**src/rtl/multicycle_controller_if.sv**
```systemverilog
// Control bundle between the multi-cycle MIPS controller and its datapath.
// The controller drives through the master modport; the datapath uses slave.
interface multicycle_controller_if;
   logic [5:0] opcode;
   logic [5:0] func;
   logic       zero;
   logic       pc_en;
   logic       iord;
   logic       memread;
   logic       memwrite;
   logic       irwrite;
   logic       regwrite;
   logic [1:0] regdst;
   logic [1:0] writedata_sel;
   logic       alusrca;
   logic [1:0] alusrcb;
   logic [2:0] aluoperation;
   logic [1:0] pcsrc;
   logic [3:0] state;

   modport master (
      input  opcode, func, zero,
      output pc_en, iord, memread, memwrite, irwrite, regwrite, regdst,
             writedata_sel, alusrca, alusrcb, aluoperation, pcsrc, state
   );

   modport slave (
      output opcode, func, zero,
      input  pc_en, iord, memread, memwrite, irwrite, regwrite, regdst,
             writedata_sel, alusrca, alusrcb, aluoperation, pcsrc, state
   );
endinterface

```
**src/rtl/multicycle_controller.sv**
```systemverilog
// Moore FSM sequencing the shared-memory, single-ALU multi-cycle MIPS datapath.
// Control word is registered alongside the state; enables are masked while rst is high.
module multicycle_controller (
   input  logic                           clk,
   input  logic                           rst,
   multicycle_controller_if.master        bus
);

   typedef enum logic [3:0] {
      S_FETCH  = 4'd0,  S_DECODE = 4'd1,  S_MEMADR = 4'd2,  S_MEMRD = 4'd3,
      S_MEMWB  = 4'd4,  S_MEMWR  = 4'd5,  S_REXEC  = 4'd6,  S_RWB   = 4'd7,
      S_BRANCH = 4'd8,  S_JUMP   = 4'd9,  S_JAL    = 4'd10, S_JR    = 4'd11,
      S_IEXEC  = 4'd12, S_IWB    = 4'd13
   } state_t;

   typedef struct packed {
      logic       pcwrite;
      logic       pcwritecond;
      logic       iord;
      logic       memread;
      logic       memwrite;
      logic       irwrite;
      logic       regwrite;
      logic [1:0] regdst;
      logic [1:0] writedata_sel;
      logic       alusrca;
      logic [1:0] alusrcb;
      logic [2:0] aluoperation;
      logic [1:0] pcsrc;
   } ctrl_t;

   localparam logic [5:0] OP_RTYPE = 6'b000000;
   localparam logic [5:0] OP_LW    = 6'b100011;
   localparam logic [5:0] OP_SW    = 6'b101011;
   localparam logic [5:0] OP_BEQ   = 6'b000100;
   localparam logic [5:0] OP_J     = 6'b000010;
   localparam logic [5:0] OP_JAL   = 6'b000011;
   localparam logic [5:0] OP_ADDI  = 6'b001000;
   localparam logic [5:0] OP_SLTI  = 6'b001010;

   localparam logic [5:0] FN_ADD = 6'b100000;
   localparam logic [5:0] FN_SUB = 6'b100010;
   localparam logic [5:0] FN_AND = 6'b100100;
   localparam logic [5:0] FN_OR  = 6'b100101;
   localparam logic [5:0] FN_SLT = 6'b101010;
   localparam logic [5:0] FN_JR  = 6'b001000;

   localparam logic [2:0] ALU_AND = 3'b000;
   localparam logic [2:0] ALU_OR  = 3'b001;
   localparam logic [2:0] ALU_ADD = 3'b010;
   localparam logic [2:0] ALU_SUB = 3'b110;
   localparam logic [2:0] ALU_SLT = 3'b111;

   function automatic state_t next_state(input state_t s, input logic [5:0] op, input logic [5:0] fn);
      state_t n;
      n = S_FETCH;
      case (s)
         S_FETCH:  n = S_DECODE;
         S_DECODE: begin
            case (op)
               OP_RTYPE: begin
                  case (fn)
                     FN_ADD, FN_SUB, FN_AND, FN_OR, FN_SLT: n = S_REXEC;
                     FN_JR:   n = S_JR;
                     default: n = S_FETCH;
                  endcase
               end
               OP_LW, OP_SW:     n = S_MEMADR;
               OP_BEQ:           n = S_BRANCH;
               OP_J:             n = S_JUMP;
               OP_JAL:           n = S_JAL;
               OP_ADDI, OP_SLTI: n = S_IEXEC;
               default:          n = S_FETCH;
            endcase
         end
         S_MEMADR: begin
            if (op == OP_LW) begin
               n = S_MEMRD;
            end else if (op == OP_SW) begin
               n = S_MEMWR;
            end else begin
               n = S_FETCH;
            end
         end
         S_MEMRD:  n = S_MEMWB;
         S_REXEC:  n = S_RWB;
         S_IEXEC:  n = S_IWB;
         default:  n = S_FETCH;
      endcase
      return n;
   endfunction

   // S6 and S12 pick the ALU operation from func/opcode, which IR holds steady.
   function automatic ctrl_t decode(input state_t s, input logic [5:0] op, input logic [5:0] fn);
      ctrl_t c;
      c = '0;
      case (s)
         S_FETCH: begin
            c.memread = 1'b1; c.irwrite = 1'b1; c.alusrcb = 2'b01;
            c.aluoperation = ALU_ADD; c.pcwrite = 1'b1;
         end
         S_DECODE: begin
            c.alusrcb = 2'b11; c.aluoperation = ALU_ADD;
         end
         S_MEMADR: begin
            c.alusrca = 1'b1; c.alusrcb = 2'b10; c.aluoperation = ALU_ADD;
         end
         S_MEMRD: begin
            c.memread = 1'b1; c.iord = 1'b1;
         end
         S_MEMWB: begin
            c.writedata_sel = 2'b01; c.regwrite = 1'b1;
         end
         S_MEMWR: begin
            c.memwrite = 1'b1; c.iord = 1'b1;
         end
         S_REXEC: begin
            c.alusrca = 1'b1;
            case (fn)
               FN_ADD:  c.aluoperation = ALU_ADD;
               FN_SUB:  c.aluoperation = ALU_SUB;
               FN_AND:  c.aluoperation = ALU_AND;
               FN_OR:   c.aluoperation = ALU_OR;
               FN_SLT:  c.aluoperation = ALU_SLT;
               default: c.aluoperation = ALU_AND;
            endcase
         end
         S_RWB: begin
            c.regdst = 2'b01; c.regwrite = 1'b1;
         end
         S_BRANCH: begin
            c.alusrca = 1'b1; c.aluoperation = ALU_SUB; c.pcsrc = 2'b01; c.pcwritecond = 1'b1;
         end
         S_JUMP: begin
            c.pcsrc = 2'b10; c.pcwrite = 1'b1;
         end
         S_JAL: begin
            c.pcsrc = 2'b10; c.pcwrite = 1'b1; c.regdst = 2'b10;
            c.writedata_sel = 2'b10; c.regwrite = 1'b1;
         end
         S_JR: begin
            c.pcsrc = 2'b11; c.pcwrite = 1'b1;
         end
         S_IEXEC: begin
            c.alusrca = 1'b1; c.alusrcb = 2'b10;
            if (op == OP_SLTI) begin
               c.aluoperation = ALU_SLT;
            end else begin
               c.aluoperation = ALU_ADD;
            end
         end
         S_IWB: begin
            c.regwrite = 1'b1;
         end
         default: c = '0;
      endcase
      return c;
   endfunction

   state_t state_r;
   ctrl_t  ctrl_r;
   state_t nxt_s;

   assign nxt_s = next_state(state_r, bus.opcode, bus.func);

   // State and its control word advance together so outputs stay glitch-free.
   always_ff @(posedge clk or posedge rst) begin
      if (rst) begin
         state_r <= S_FETCH;
         ctrl_r  <= decode(S_FETCH, 6'd0, 6'd0);
      end else begin
         state_r <= nxt_s;
         ctrl_r  <= decode(nxt_s, bus.opcode, bus.func);
      end
   end

   // Enables are masked by rst so a held reset never fetches or writes.
   assign bus.pc_en         = ~rst & (ctrl_r.pcwrite | (ctrl_r.pcwritecond & bus.zero));
   assign bus.memread       = ~rst & ctrl_r.memread;
   assign bus.memwrite      = ~rst & ctrl_r.memwrite;
   assign bus.irwrite       = ~rst & ctrl_r.irwrite;
   assign bus.regwrite      = ~rst & ctrl_r.regwrite;
   assign bus.iord          = ctrl_r.iord;
   assign bus.regdst        = ctrl_r.regdst;
   assign bus.writedata_sel = ctrl_r.writedata_sel;
   assign bus.alusrca       = ctrl_r.alusrca;
   assign bus.alusrcb       = ctrl_r.alusrcb;
   assign bus.aluoperation  = ctrl_r.aluoperation;
   assign bus.pcsrc         = ctrl_r.pcsrc;
   assign bus.state         = state_r;

endmodule

```
**src/flat_wrapper.sv**
```systemverilog
// flat-port wrapper written by rule: the top's interface ports become plain ports
module multicycle_controller_flat 
  (clk, rst, bus_opcode, bus_func, bus_zero, bus_pc_en, bus_iord, bus_memread, bus_memwrite, bus_irwrite, bus_regwrite, bus_regdst, bus_writedata_sel, bus_alusrca, bus_alusrcb, bus_aluoperation, bus_pcsrc, bus_state);
  multicycle_controller_if bus_i ();
  input  logic clk;
  input  logic rst;
  input wire logic [$bits(bus_i.opcode)-1:0] bus_opcode;
  input wire logic [$bits(bus_i.func)-1:0] bus_func;
  input wire logic [$bits(bus_i.zero)-1:0] bus_zero;
  output wire logic [$bits(bus_i.pc_en)-1:0] bus_pc_en;
  output wire logic [$bits(bus_i.iord)-1:0] bus_iord;
  output wire logic [$bits(bus_i.memread)-1:0] bus_memread;
  output wire logic [$bits(bus_i.memwrite)-1:0] bus_memwrite;
  output wire logic [$bits(bus_i.irwrite)-1:0] bus_irwrite;
  output wire logic [$bits(bus_i.regwrite)-1:0] bus_regwrite;
  output wire logic [$bits(bus_i.regdst)-1:0] bus_regdst;
  output wire logic [$bits(bus_i.writedata_sel)-1:0] bus_writedata_sel;
  output wire logic [$bits(bus_i.alusrca)-1:0] bus_alusrca;
  output wire logic [$bits(bus_i.alusrcb)-1:0] bus_alusrcb;
  output wire logic [$bits(bus_i.aluoperation)-1:0] bus_aluoperation;
  output wire logic [$bits(bus_i.pcsrc)-1:0] bus_pcsrc;
  output wire logic [$bits(bus_i.state)-1:0] bus_state;
  assign bus_i.opcode = bus_opcode;
  assign bus_i.func = bus_func;
  assign bus_i.zero = bus_zero;
  assign bus_pc_en = bus_i.pc_en;
  assign bus_iord = bus_i.iord;
  assign bus_memread = bus_i.memread;
  assign bus_memwrite = bus_i.memwrite;
  assign bus_irwrite = bus_i.irwrite;
  assign bus_regwrite = bus_i.regwrite;
  assign bus_regdst = bus_i.regdst;
  assign bus_writedata_sel = bus_i.writedata_sel;
  assign bus_alusrca = bus_i.alusrca;
  assign bus_alusrcb = bus_i.alusrcb;
  assign bus_aluoperation = bus_i.aluoperation;
  assign bus_pcsrc = bus_i.pcsrc;
  assign bus_state = bus_i.state;
  multicycle_controller u_core (.clk(clk), .rst(rst), .bus(bus_i));
endmodule
```
**config.mk**
```make
export PLATFORM = sky130hd
export DESIGN_NAME = multicycle_controller_flat
export DESIGN_NICKNAME = d
export VERILOG_FILES = /design/src/rtl/multicycle_controller_if.sv /design/src/rtl/multicycle_controller.sv /design/src/flat_wrapper.sv
export SDC_FILE = /design/constraint.sdc
export NUM_CORES = 1
export LEC_CHECK = 0
export ABC_AREA = 1
export BUFFER_PORTS_ARGS = -buffer_cell sky130_fd_sc_hd__clkbuf_2
export CAP_MARGIN = 10
export CORE_MARGIN = 3
export CORE_UTILIZATION = 45
export CTS_CLUSTER_SIZE = 10
export DETAILED_ROUTE_END_ITERATION = 6
export PLACE_DENSITY = 0.7
export SLEW_MARGIN = 20
export SYNTH_ARGS = -nofsm -noshare
export SYNTH_HDL_FRONTEND = slang
export SYNTH_SLANG_ARGS = --single-unit
```
**constraint.sdc**
```tcl
create_clock -name clk -period 2 [get_ports clk]
set_input_delay 0.6 -clock clk [delete_from_list [all_inputs] [get_ports clk]]
set_output_delay 0.6 -clock clk [all_outputs]
set_load 0.005 [all_outputs]
```
==> impl_metrics.env <==
export IMPL_outcome="finished clean"
export IMPL_hold_buffers=0
export IMPL_skew_ns=0.006645
export IMPL_p_per_area_mw_per_mm2=876.8
export IMPL_ctsResizeCount=0
export IMPL_gp_congestion=0.8440
export IMPL_dp_cells=226
export IMPL_grt_overflow_total=0
export IMPL_ir_drop_mv=0.3167
export IMPL_critPathKind="reg -> out"
export IMPL_fillers=290
export IMPL_fmax_mhz=598.6
export IMPL_drt_total_wl_mm=2.577
export IMPL_period_share_pct=83.53
export IMPL_die_x_um=60.67
export IMPL_grt_max_degree=23
export IMPL_cts_setup_buffers=0
export IMPL_layout_nets=215
export IMPL_syn_to_final_growth_pct=14.60
export IMPL_cts_sinks=22
export IMPL_ff2ff_path_depth=11
export IMPL_grt_pass1_vias=971
export IMPL_routedWlPerCell_um=11.20
export IMPL_worstMarginPinSlew_ns=0.2806
export IMPL_ff2ff_setup_slack_ns=0.35
export IMPL_worst_setup_path_end_kind="output pin"
export IMPL_drc=0
export IMPL_cts_tree="yes"
export IMPL_maxCapViolCount=0
export IMPL_cts_root_buf="clkbuf_4"
export IMPL_die_h_um=60.67
export IMPL_portBuffers=36
export IMPL_syn_nets=184
export IMPL_crit_required_ns=1.40
export IMPL_viasPerCell=4.783
export IMPL_synth_distinct_cells=27
export IMPL_cts_max_path_buffers=2
export IMPL_antenna_found_initial=0
export IMPL_hp_class="in -> async"
export IMPL_detail_route_antenna_nets=0
export IMPL_initial_core_util_pct=47.95
export IMPL_p_leak_nw=0.9059
export IMPL_track_usage_pct=15.00
export IMPL_start_kind="flip-flop"
export IMPL_rr_endpoint="u_core.bus.alusrcb[0]"
export IMPL_clkLatencyLatePin_ns=0.31
export IMPL_dp_hpwl_mm=2.086
export IMPL_cts_clk_slew_worst_paths_ns=0.12
export IMPL_cts_buffers=3
export IMPL_antenna_cells=0
export IMPL_finalNonFillerCells=230
export IMPL_row_count=19
export IMPL_path_cells="a21oi_1, nor2_1, clkbuf_2"
export IMPL_vias=1100
export IMPL_cp_max_fo=1
export IMPL_die_area_mm2=0.003681
export IMPL_io_pins=37
export IMPL_slowest_stage="dfstp_2"
export IMPL_synth_seq_cells=22
export IMPL_netlist_instances=169
export IMPL_grt_pass1_wl_mm=4.071
export IMPL_dr_pass1_iters=4
export IMPL_setup_tns_ns=0
export IMPL_cp_data_arrival_time_ns=1.07
export IMPL_fin_crit_ns=1.671
export IMPL_avgSynthCellArea_um2=7.959
export IMPL_fp_coreArea_mm2=0.002805
export IMPL_slew_viol_final=0
export IMPL_relSlewSlack_pct=81.29
export IMPL_critPathMaxStageDelay_ns=0.53
export IMPL_layout_drive_gt1_share_pct=38.19
export IMPL_ys_warn_count=0
export IMPL_setup_viol=0
export IMPL_rsz0062_at_grt="false"
export IMPL_drt_iter0_drc=16
export IMPL_synth_area_mm2=0.001345
export IMPL_finalHoldViolCount=0
export IMPL_rr_startpoint="u_core.bus.state[2]"
export IMPL_ys_seq_area_share_pct=41.40
export IMPL_h_tree_depth=1
worst max path at each step:
stage / depth (start not counted) / from / slack (ns) / to
3_3_place_gp: 10 / bus_opcode[4] / 0.15 / u_core.ctrl_r[12]
6_report: 3 / u_core.ctrl_r[18] / 0.33 / bus_pc_en
3_5_place_dp: 11 / bus_opcode[4] / 0.09 / u_core.bus.aluoperation[2]
2_1_floorplan: 10 / bus_opcode[4] / 0.36 / u_core.bus.aluoperation[2]
5_1_grt: 9 / u_core.bus.state[3] / 0.19 / u_core.bus.aluoperation[1]
4_1_cts: 3 / u_core.ctrl_r[18] / 0.32 / bus_pc_en
critical path: cells and delay by family (launching register included):
family / cells / cell delay (ns)
buf+inv: 1 / 0.12
compound gates: 1 / 0.03
flops: 1 / 0.53
simple gates: 1 / 0.08
metal layers:
metal	track usage [%]	vias to the layer above	share of wire (%)	wire, um
met5	0	-	0	0
met2	27.48	32	52	1331
met1	17.62	491	41	1061
met3	1.489	5	5.3	137
li1	-	572	-	-
met4	6.502	0	1.8	46
through the flow:
stage	instance area (um2)	hold slack [ns]	setup WS (ns)	power (W)	util [%]
floorplan	1345	0.5844	0.3645	0.0009257	-
global placement	1489	0.5936	0.1493	0.001015	53.08
detailed placement	1489	0.6146	0.08818	0.001028	53.08
CTS	1541	0.3559	0.3211	0.001363	54.95
global route	1541	0.3603	0.1877	0.001436	54.95
finish	1541	0.3450	0.3293	0.001352	54.95
synthesized netlist by cell type:
cell,n,area share [%]
nand3_1,14,5.2
and3_1,1,0.47
nand2_1,32,8.9
nor2_1,28,7.8
nor2_4,2,1.7
nor2_8,1,1.5
a21oi_2,1,0.65
a21oi_4,1,1.2
o21ai_2,1,0.65
o211ai_1,1,0.56
nand3_4,2,2.6
inv_1,22,6.1
nor3_4,1,1.2
o211ai_2,1,0.93
o22ai_1,1,0.47
buf_4,11,6.1
nand3_2,2,1.5
dfstp_2,5,9.8
nor2_2,5,2.3
a21oi_1,2,0.74
nand2_2,5,2.3
o21ai_1,2,0.74
dfrtp_1,17,32
nand2_4,2,1.7
nand3b_1,1,0.56
nand4_1,2,0.93
inv_2,6,1.7
area by class of cell:
| type | instances | area [um2] | area share, % |
|---|---|---|---|
| inverter | 28 | 105.1 | 6.818 |
| clock inverter | 1 | 30.03 | 1.948 |
| sequential | 22 | 556.8 | 36.12 |
| multi-input combinational | 108 | 600.6 | 38.96 |
| tap | 31 | 38.79 | 2.516 |
| timing repair buffer | 37 | 187.7 | 12.18 |
| clock buffer | 3 | 22.52 | 1.461 |
kinds of logic (layout without fill, tap and decap cells):
group / count (synthesis) / in the layout / synth area share (%)
AO/OA/AOI/OAI: 10 / 10 / 5.954
buffers and inverters: 39 / 69 / 13.95
flip-flops: 22 / 22 / 41.40
AND/OR/NAND/NOR: 98 / 98 / 38.70
where the power goes:
group / switching, W / internal (W)
sequential: 0.0000346 / 0.000546
combinational: 0.000272 / 0.000162
clock: 0.000134 / 0.000203
registers in the layout (all words and copies together) (netlist names):
signal	count
u_core.bus.aluoperation	3
u_core.bus.alusrca	1
u_core.bus.alusrcb	2
u_core.bus.iord	1
u_core.bus.pcsrc	2
u_core.bus.regdst	2
u_core.bus.state	4
u_core.bus.writedata_sel	1
u_core.ctrl_r	6
cells in the final DEF (no fill, tap or decap):
cell type and count:
inv_2 6, nor2_1 28, nand2_1 32, and3_1 1, o211ai_2 1, dfrtp_1 17, nor2_4 2, bufinv_16 1
nand3_2 2, nor3_4 1, o22ai_1 1, nand3_1 14, o21ai_1 2, nand4_1 2, clkbuf_4 3, buf_4 1
dfstp_2 5, o211ai_1 1, a21oi_1 2, nand3b_1 1, nor2_8 1, o21ai_2 1, nand3_4 2, nand2_2 5
a21oi_4 1, nand2_4 2, clkbuf_2 36, a21oi_2 1, nor2_2 5, inv_1 22
(Power assumes the default switching activity.)
